[config.mk]
export PLATFORM = sky130hd
export DESIGN_NAME = tl_bus_arb_mux
export DESIGN_NICKNAME = d
export VERILOG_FILES = /design/src/rtl/tl_bus_pkg.sv /design/src/rtl/tl_rr_arbiter.sv /design/src/rtl/tl_bus_arb_mux.sv
export SDC_FILE = /design/constraint.sdc
export NUM_CORES = 1
export LEC_CHECK = 0
export CAP_MARGIN = 10
export CORE_MARGIN = 2
export CORE_UTILIZATION = 35
export CTS_CLUSTER_DIAMETER = 50
export DETAILED_ROUTE_END_ITERATION = 8
export GPL_ROUTABILITY_DRIVEN = 0
export PLACE_DENSITY = 0.9
export SYNTH_ARGS = -nofsm -noshare
export SYNTH_HDL_FRONTEND = slang
export SYNTH_SLANG_ARGS = --single-unit
[constraint.sdc]
create_clock -name clock -period 1.9 [get_ports clock]
set_input_delay 0.38 -clock clock [delete_from_list [all_inputs] [get_ports clock]]
set_output_delay 0.38 -clock clock [all_outputs]
set_load 0.05 [all_outputs]
[src/rtl/tl_bus_pkg.sv]
// Shared TileLink-style bus definitions: default opcode width, A-channel opcodes
// and the sizing helpers used to derive index widths.
package tl_bus_pkg;

   localparam int unsigned TL_OP_W = 3;

   typedef enum logic [TL_OP_W-1:0] {
      TlPutFullData    = 3'd0,
      TlPutPartialData = 3'd1,
      TlArithmeticData = 3'd2,
      TlLogicalData    = 3'd3,
      TlGet            = 3'd4,
      TlIntent         = 3'd5,
      TlAcquireBlock   = 3'd6,
      TlAcquirePerm    = 3'd7
   } tl_a_op_e;

   function automatic int unsigned clog2(input int unsigned n);
      int unsigned r;
      r = 0;
      while ((32'd1 << r) < n) begin
         r = r + 1;
      end
      return r;
   endfunction

   // Index width that stays at least one bit wide for a single channel.
   function automatic int unsigned src_width(input int unsigned n);
      return (n > 1) ? clog2(n) : 1;
   endfunction

endpackage

[src/rtl/tl_rr_arbiter.sv]
// Combinational round-robin grant with burst lock: locked requests only see
// lock_idx, otherwise the first requester at or above rr_ptr wins, wrapping to 0.
module tl_rr_arbiter
   import tl_bus_pkg::*;
#(
   parameter int unsigned NUM_IN = 2,
   parameter int unsigned SRC_W  = src_width(NUM_IN)
) (
   input  logic [NUM_IN-1:0] req,
   input  logic [SRC_W-1:0]  rr_ptr,
   input  logic              lock,
   input  logic [SRC_W-1:0]  lock_idx,
   output logic [NUM_IN-1:0] grant
);

   logic found;

   always_comb begin
      grant = '0;
      found = 1'b0;
      if (lock) begin
         for (int i = 0; i < NUM_IN; i++) begin
            if (lock_idx == SRC_W'(i)) begin
               grant[i] = req[i];
            end
         end
      end else begin
         // Upper pass covers rr_ptr..NUM_IN-1, lower pass provides the wrap.
         for (int i = 0; i < NUM_IN; i++) begin
            if (!found && req[i] && (SRC_W'(i) >= rr_ptr)) begin
               grant[i] = 1'b1;
               found    = 1'b1;
            end
         end
         for (int i = 0; i < NUM_IN; i++) begin
            if (!found && req[i]) begin
               grant[i] = 1'b1;
               found    = 1'b1;
            end
         end
      end
   end

endmodule

[src/rtl/tl_bus_arb_mux.sv]
// N-to-1 TileLink-style channel mux: round-robin arbitration with burst locking
// feeding a single registered output stage.
module tl_bus_arb_mux
   import tl_bus_pkg::*;
#(
   parameter int unsigned NUM_IN = 2,
   parameter int unsigned DATA_W = 32,
   parameter int unsigned OP_W   = TL_OP_W
) (
   input  logic                     clock,
   input  logic                     reset,
   input  logic [NUM_IN-1:0]        io_in_valid,
   output logic [NUM_IN-1:0]        io_in_ready,
   input  logic [NUM_IN*OP_W-1:0]   io_in_bits_opcode,
   input  logic [NUM_IN*DATA_W-1:0] io_in_bits_data,
   input  logic [NUM_IN-1:0]        io_in_bits_last,
   input  logic                     io_out_ready,
   output logic                     io_out_valid,
   output logic [OP_W-1:0]          io_out_bits_opcode,
   output logic [DATA_W-1:0]        io_out_bits_data,
   output logic                     io_out_bits_last,
   output logic [src_width(NUM_IN)-1:0] io_out_bits_src,
   output logic [NUM_IN-1:0]        io_grantOH
);

   localparam int unsigned SRC_W = src_width(NUM_IN);

   logic              out_valid_q, out_valid_d;
   logic [OP_W-1:0]   out_opcode_q, out_opcode_d;
   logic [DATA_W-1:0] out_data_q, out_data_d;
   logic              out_last_q, out_last_d;
   logic [SRC_W-1:0]  out_src_q, out_src_d;
   logic              lock_q, lock_d;
   logic [SRC_W-1:0]  lock_idx_q, lock_idx_d;
   logic [SRC_W-1:0]  rr_ptr_q, rr_ptr_d;

   logic [NUM_IN-1:0] grant;
   logic              load_en;
   logic              accept;
   logic [SRC_W-1:0]  sel_idx;
   logic [OP_W-1:0]   sel_opcode;
   logic [DATA_W-1:0] sel_data;
   logic              sel_last;

   tl_rr_arbiter #(
      .NUM_IN (NUM_IN),
      .SRC_W  (SRC_W)
   ) u_arb (
      .req      (io_in_valid),
      .rr_ptr   (rr_ptr_q),
      .lock     (lock_q),
      .lock_idx (lock_idx_q),
      .grant    (grant)
   );

   assign load_en     = !out_valid_q | io_out_ready;
   assign io_in_ready = reset ? '0 : ({NUM_IN{load_en}} & grant);
   assign accept      = |(io_in_valid & io_in_ready);
   assign io_grantOH  = grant;

   // Grant is one-hot, so OR-ing the masked lanes selects the winner.
   always_comb begin
      sel_idx    = '0;
      sel_opcode = '0;
      sel_data   = '0;
      sel_last   = 1'b0;
      for (int i = 0; i < NUM_IN; i++) begin
         if (grant[i]) begin
            sel_idx    = sel_idx | SRC_W'(i);
            sel_opcode = sel_opcode | io_in_bits_opcode[i*OP_W +: OP_W];
            sel_data   = sel_data | io_in_bits_data[i*DATA_W +: DATA_W];
            sel_last   = sel_last | io_in_bits_last[i];
         end
      end
   end

   always_comb begin
      out_valid_d  = out_valid_q;
      out_opcode_d = out_opcode_q;
      out_data_d   = out_data_q;
      out_last_d   = out_last_q;
      out_src_d    = out_src_q;
      lock_d       = lock_q;
      lock_idx_d   = lock_idx_q;
      rr_ptr_d     = rr_ptr_q;
      if (load_en) begin
         out_valid_d = accept;
      end
      if (accept) begin
         out_opcode_d = sel_opcode;
         out_data_d   = sel_data;
         out_last_d   = sel_last;
         out_src_d    = sel_idx;
         if (sel_last) begin
            lock_d   = 1'b0;
            rr_ptr_d = (sel_idx == SRC_W'(NUM_IN - 1)) ? '0 : sel_idx + SRC_W'(1);
         end else begin
            lock_d     = 1'b1;
            lock_idx_d = sel_idx;
         end
      end
   end

   always_ff @(posedge clock) begin
      if (reset) begin
         out_valid_q  <= 1'b0;
         out_opcode_q <= '0;
         out_data_q   <= '0;
         out_last_q   <= 1'b0;
         out_src_q    <= '0;
         lock_q       <= 1'b0;
         lock_idx_q   <= '0;
         rr_ptr_q     <= '0;
      end else begin
         out_valid_q  <= out_valid_d;
         out_opcode_q <= out_opcode_d;
         out_data_q   <= out_data_d;
         out_last_q   <= out_last_d;
         out_src_q    <= out_src_d;
         lock_q       <= lock_d;
         lock_idx_q   <= lock_idx_d;
         rr_ptr_q     <= rr_ptr_d;
      end
   end

   assign io_out_valid       = out_valid_q;
   assign io_out_bits_opcode = out_opcode_q;
   assign io_out_bits_data   = out_data_q;
   assign io_out_bits_last   = out_last_q;
   assign io_out_bits_src    = out_src_q;

endmodule

# == After elaboration in Yosys (flattened, before gate mapping) ==
# Cells that the tools add are included.
# word_totals
wordCells,52
in_bits,77
output_inout_bits,42
regBits,41
# classes
n_reduce_logical,12
bitwise,7
addsub,1
n_lt_le_gt_ge,2
muxes,22
# op_table
operator,n
2-to-1 mux 32 bit,2
bitwise OR 32 bit,1
2-to-1 mux 1 bit,16
2-to-1 mux 3 bit,2
logical AND 1 bit,5
AND 2 bit,2
logical NOT 1 bit,4
2-to-1 mux 2 bit,2
AND reduction 2 bit,2
bitwise OR 3 bit,1
">= comparator 1 bit, first input constant",2
bitwise OR 1 bit,2
OR reduction 2 bit,1
"adder 1 bit, second input constant",1
NOT 1 bit,1

# == Logic depth before layout (Yosys ltp) ==
# depth
ltp_word,22
mapped_depth,6
mapped_depth_nobuf,5

# == By module ==
# Synthesis repeated with hierarchy kept, for this count alone.
# hier_totals
cells_unflattened,204
hier_area_um2,2038.2
# modules_own_cells
module,n_inst,cells_each,area_each_um2,seq_area_each_um2
tl_bus_arb_mux,1,197,2000.7,820.8
tl_rr_arbiter,1,7,37.5,0.0

# == Least setup slack after synthesis ==
# No wires, ideal clock.
# synth_path
kind,register -> output
from,"reg out_valid_q, in the netlist io_out_valid"
to,out io_in_ready[0]
t_required_ns,1.520
path_stages_with_launch,4
n_path_buf,1
arrival_ns,1.943
slack_ns,-0.423
path_cell_list,dfxtp_1 > nor2b_1 > clkbuf_1 > nor3_1
# synth_between
elab_chain_len,4
# synth_rtl
item,line,rtl
start: declaration,tl_bus_arb_mux.sv:28,"logic out_valid_q, out_valid_d;"
start signal: assignment,tl_bus_arb_mux.sv:115,out_valid_q <= out_valid_d;
logical NOT 1 bit,tl_bus_arb_mux.sv:56,assign load_en = !out_valid_q | io_out_ready;
bitwise OR 1 bit,tl_bus_arb_mux.sv:56,
AND 2 bit,tl_bus_arb_mux.sv:57,assign io_in_ready = reset ? '0 : ({NUM_IN{load_en}} & grant);
2-to-1 mux 2 bit,tl_bus_arb_mux.sv:57,
end: declaration,tl_bus_arb_mux.sv:13,"output logic [NUM_IN-1:0] io_in_ready,"
# Every way passes these cells.

# == Final worst setup path ==
# layout_path
from,in io_in_valid[0]
to,out io_in_ready[1]
# layout_between
elab_chain_len,18
elab_cells_between_ends,19
cone_classes,10 x mux; 1 x bitwise; 8 x reduce/logical
# layout_rtl
item,line,rtl
start: declaration,tl_bus_arb_mux.sv:12,"input logic [NUM_IN-1:0] io_in_valid,"
logical AND 1 bit,tl_rr_arbiter.sv:30,if (!found && req[i] && (SRC_W'(i) >= rr_ptr)) begin
2-to-1 mux 1 bit,tl_rr_arbiter.sv:30,
2-to-1 mux 1 bit,tl_rr_arbiter.sv:21,if (lock) begin
logical NOT 1 bit,tl_rr_arbiter.sv:30,
logical AND 1 bit (2 in series),tl_rr_arbiter.sv:30,
2-to-1 mux 1 bit,tl_rr_arbiter.sv:30,
2-to-1 mux 1 bit,tl_rr_arbiter.sv:21,
logical NOT 1 bit,tl_rr_arbiter.sv:36,if (!found && req[i]) begin
logical AND 1 bit,tl_rr_arbiter.sv:36,
2-to-1 mux 1 bit,tl_rr_arbiter.sv:36,
2-to-1 mux 1 bit,tl_rr_arbiter.sv:21,
logical NOT 1 bit,tl_rr_arbiter.sv:36,
logical AND 1 bit,tl_rr_arbiter.sv:36,
2-to-1 mux 1 bit (*),tl_rr_arbiter.sv:36,
2-to-1 mux 2 bit (*),tl_rr_arbiter.sv:21,
AND 2 bit (*),tl_bus_arb_mux.sv:57,
2-to-1 mux 2 bit (*),tl_bus_arb_mux.sv:57,
# Every way passes the cells marked *; elsewhere a longest branch is shown, timed or not. The select of a mux whose other input is x is not followed.

==> results by group <==
Clock network
  – CTS Hold Bufs: 0
  – Num Clock Sinks: 41
  – CTS root buffer: clkbuf_8
  – Clk Latency, worst-skew pair: 0.28 ns
  – CTS Buffer Depth: 2
  – H-tree depth: 2
  – CTS tree: yes
  – Cts bufs inserted: 5
  – Clock-pin slew on the worst setup and hold paths: roughly 0.080 ns

Route
  – # DRC: 0
  – Drt via density: around 5.2
  – Vias: 2,049
  – Initial drt markers: 84
  – Wirelength, routed: 5880 µm
  – Antenna-violating nets left: 0
  – Initial DRT Pass Iterations: 4
  – WL/cell: 15.0 µm

Hold path
  – Hold WC Path Type: register to register
  – Min-delay src: io_out_bits_src

Global routing
  – GRT Total Usage: 20.9%
  – First-pass GRT wire length: ~9100 µm
  – Initial antenna violation count: 0
  – Number of global-route vias before repair: 2,056
  – Total grt overflow: 0
  – Largest net degree at the start of global routing: 21

STA
  – Slew headroom: 64.8%
  – # setup viols final: 0
  – Worst slew pin tran: around 0.53 ns
  – Minimum hold slack: 0.468 ns
  – Final WS setup: between 0.04 and 0.05 ns
  – Hold Violations, Final: 0
  – Max Freq: 541 MHz
  – Final max-slew violation count: 0
  – Setup TNS: 0 ns
  – RSZ-0062 raised after global routing: true
  – Final Cycle Share: a little over nine tenths
  – Clk_skew: 0.00364 ns
  – Final period demand of the worst path: approximately 1.9 ns

Critical path
  – Worst r2r src: lock_idx_q
  – Setup crit end kind: output port
  – Critical-path maximum fanout: 5
  – Required time of the critical path: 1.52 ns
  – CP startpoint: io_in_valid[0]
  – CP arrival: approximately 1.5 ns
  – Worst setup SP type: primary input
  – R2r setup slk: 0.23 ns
  – Critical path class: primary input to output port

Job
  – Max-capacitance violation count: 0

Placement
  – Placement Setup Slack: -0.382 ns
  – IO buf count: between 100 and 150
  – Hpwl dp: 4520 µm
  – Placed cells: 383
  – Area post-placement: between 3000 and 4000 µm²

Floorplanning
  – Ports: approximately 120
  – Core region area: approximately 4800 µm²
  – Row cnt: 25
  – Height of the die: roughly 75 µm
  – Die W: around 75 µm
  – Initial cell density of the core: 36.9%
  – Die Area: 5670 µm²

Cells and area
  – Fill count: between 300 and 400
  – Area growth syn-to-layout: 85.0%
  – Fin cells: 392
  – Fin area: 3290 µm²
  – Share of cells above drive strength 1: 15.4%
  – Core Util, Final: 68.3%
  – Fin nets: around 400
  – Antenna diodes: 0

Synthesis
  – Netlist cell types: 32
  – Post-synth EDFFs: 0
  – Syn Inst Count: ~200
  – Synth warn: 0
  – Syn Area/Cell: 9.03 µm²
  – Syn Nets: 274
  – Top cells by area, synth: dfxtp_1, a22oi_1, a211oi_1, nor2_1, a221oi_1
  – Synth cell count leaders: dfxtp_1, nor2_1, a22oi_1
  – Top cell type by total area after synthesis: dfxtp_1
  – Main synth FF type: dfxtp_1
  – Asr flop ratio synth: 0%
  – Most common cell in the synthesized netlist: dfxtp_1
  – Synth top area share: 46.2%
  – Post-Syn Area: 1780 µm²
  – Synthesized flop and latch total: 41
  – Post-synthesis sequential area ratio: 46.2%

Power and ir drop
  – Tot Pwr: 2.48 mW
  – LEAKAGE: 1.24 nW
  – Maximum VDD drop: 0.000482 V
  – Power Density: 754 nW/µm²

Status
  – Outcome: finished clean
per-layer routing:
metal / vias up / track usage (%) / part of all wire, % / routed length [µm]
met2: 80 / 38.6 / 52 / 3060
met5: - / 0 / 0 / 0
met1: 964 / 22.9 / 40 / 2350
li1: 999 / - / - / -
met4: 0 / 6.82 / 1.1 / 65
met3: 6 / 5.89 / 7.1 / 415
cell type report:
| class | count | area [µm²] | share of cell area (%) |
|---|---|---|---|
| sequential | 41 | 826 | 25.1 |
| multi-input combinational | 133 | 885 | 26.9 |
| clock inverter | 2 | 10.0 | 0.304 |
| inverter | 4 | 16.3 | 0.494 |
| timing repair buffer | 139 | 1400 | 42.4 |
| tap | 67 | 83.8 | 2.55 |
| clock buffer | 6 | 72.6 | 2.21 |
logic make-up (layout without fill, tap and decap cells):
family	after synthesis	after routing	share of synthesized area [%]
AO/OA/AOI/OAI	79	79	34.0
multiplexers	1	1	0.563
flip-flops	41	41	46.2
buffers and inverters	23	151	6.12
AND/OR/NAND/NOR	53	53	13.2
sequential cells by signal, summed over array words and instances (netlist names):
| register | count |
|---|---|
| io_out_valid | 1 |
| rr_ptr_q | 1 |
| io_out_bits_opcode | 3 |
| io_out_bits_last | 1 |
| io_out_bits_data | 32 |
| lock_q | 1 |
| io_out_bits_src | 1 |
| lock_idx_q | 1 |
path summary, 6_finish.rpt:
path,end,depth (start not counted)
worst max-delay path,io_in_ready[1],6
worst min-delay path,io_out_bits_src,2
worst max register to register,io_out_bits_data[2],5
worst min register to register,io_out_bits_src,2
where the power goes:
part / switching, mW / internal (mW)
Combinational: 0.536 / 0.430
Sequential: 0.0404 / 0.934
Clock: 0.286 / 0.255
critical path: stages:
cell	delay, ns
clkdlybuf4s15_2	0.22
or3b_4	0.25
nand3_2	0.09
buf_6	0.14
nor3_4	0.22
buf_12	0.16
cells in the final DEF (no fill, tap or decap), drive strengths merged, types with 4 or more instances in the layout:
master         synthesis  final
a221oi                 5      5
a21oi                  6      6
a22oi                 30     30
nor2                  35     35
dfxtp                 41     41
clkdlybuf4s50          0    107
clkbuf                 8      6
a211oi                27     27
o21ai                  4      4
buf                   11     29
nor3                   6      6
what timing repair did:
| action | 4_1_cts | 5_1_grt |
|---|---|---|
| gates resized for setup | 13 | 2 |
| setup endpoints to repair | 36 | 2 |
| buffers inserted | 0 | 1 |
| pin swaps | 1 | 0 |
(Power assumes the default switching activity.)
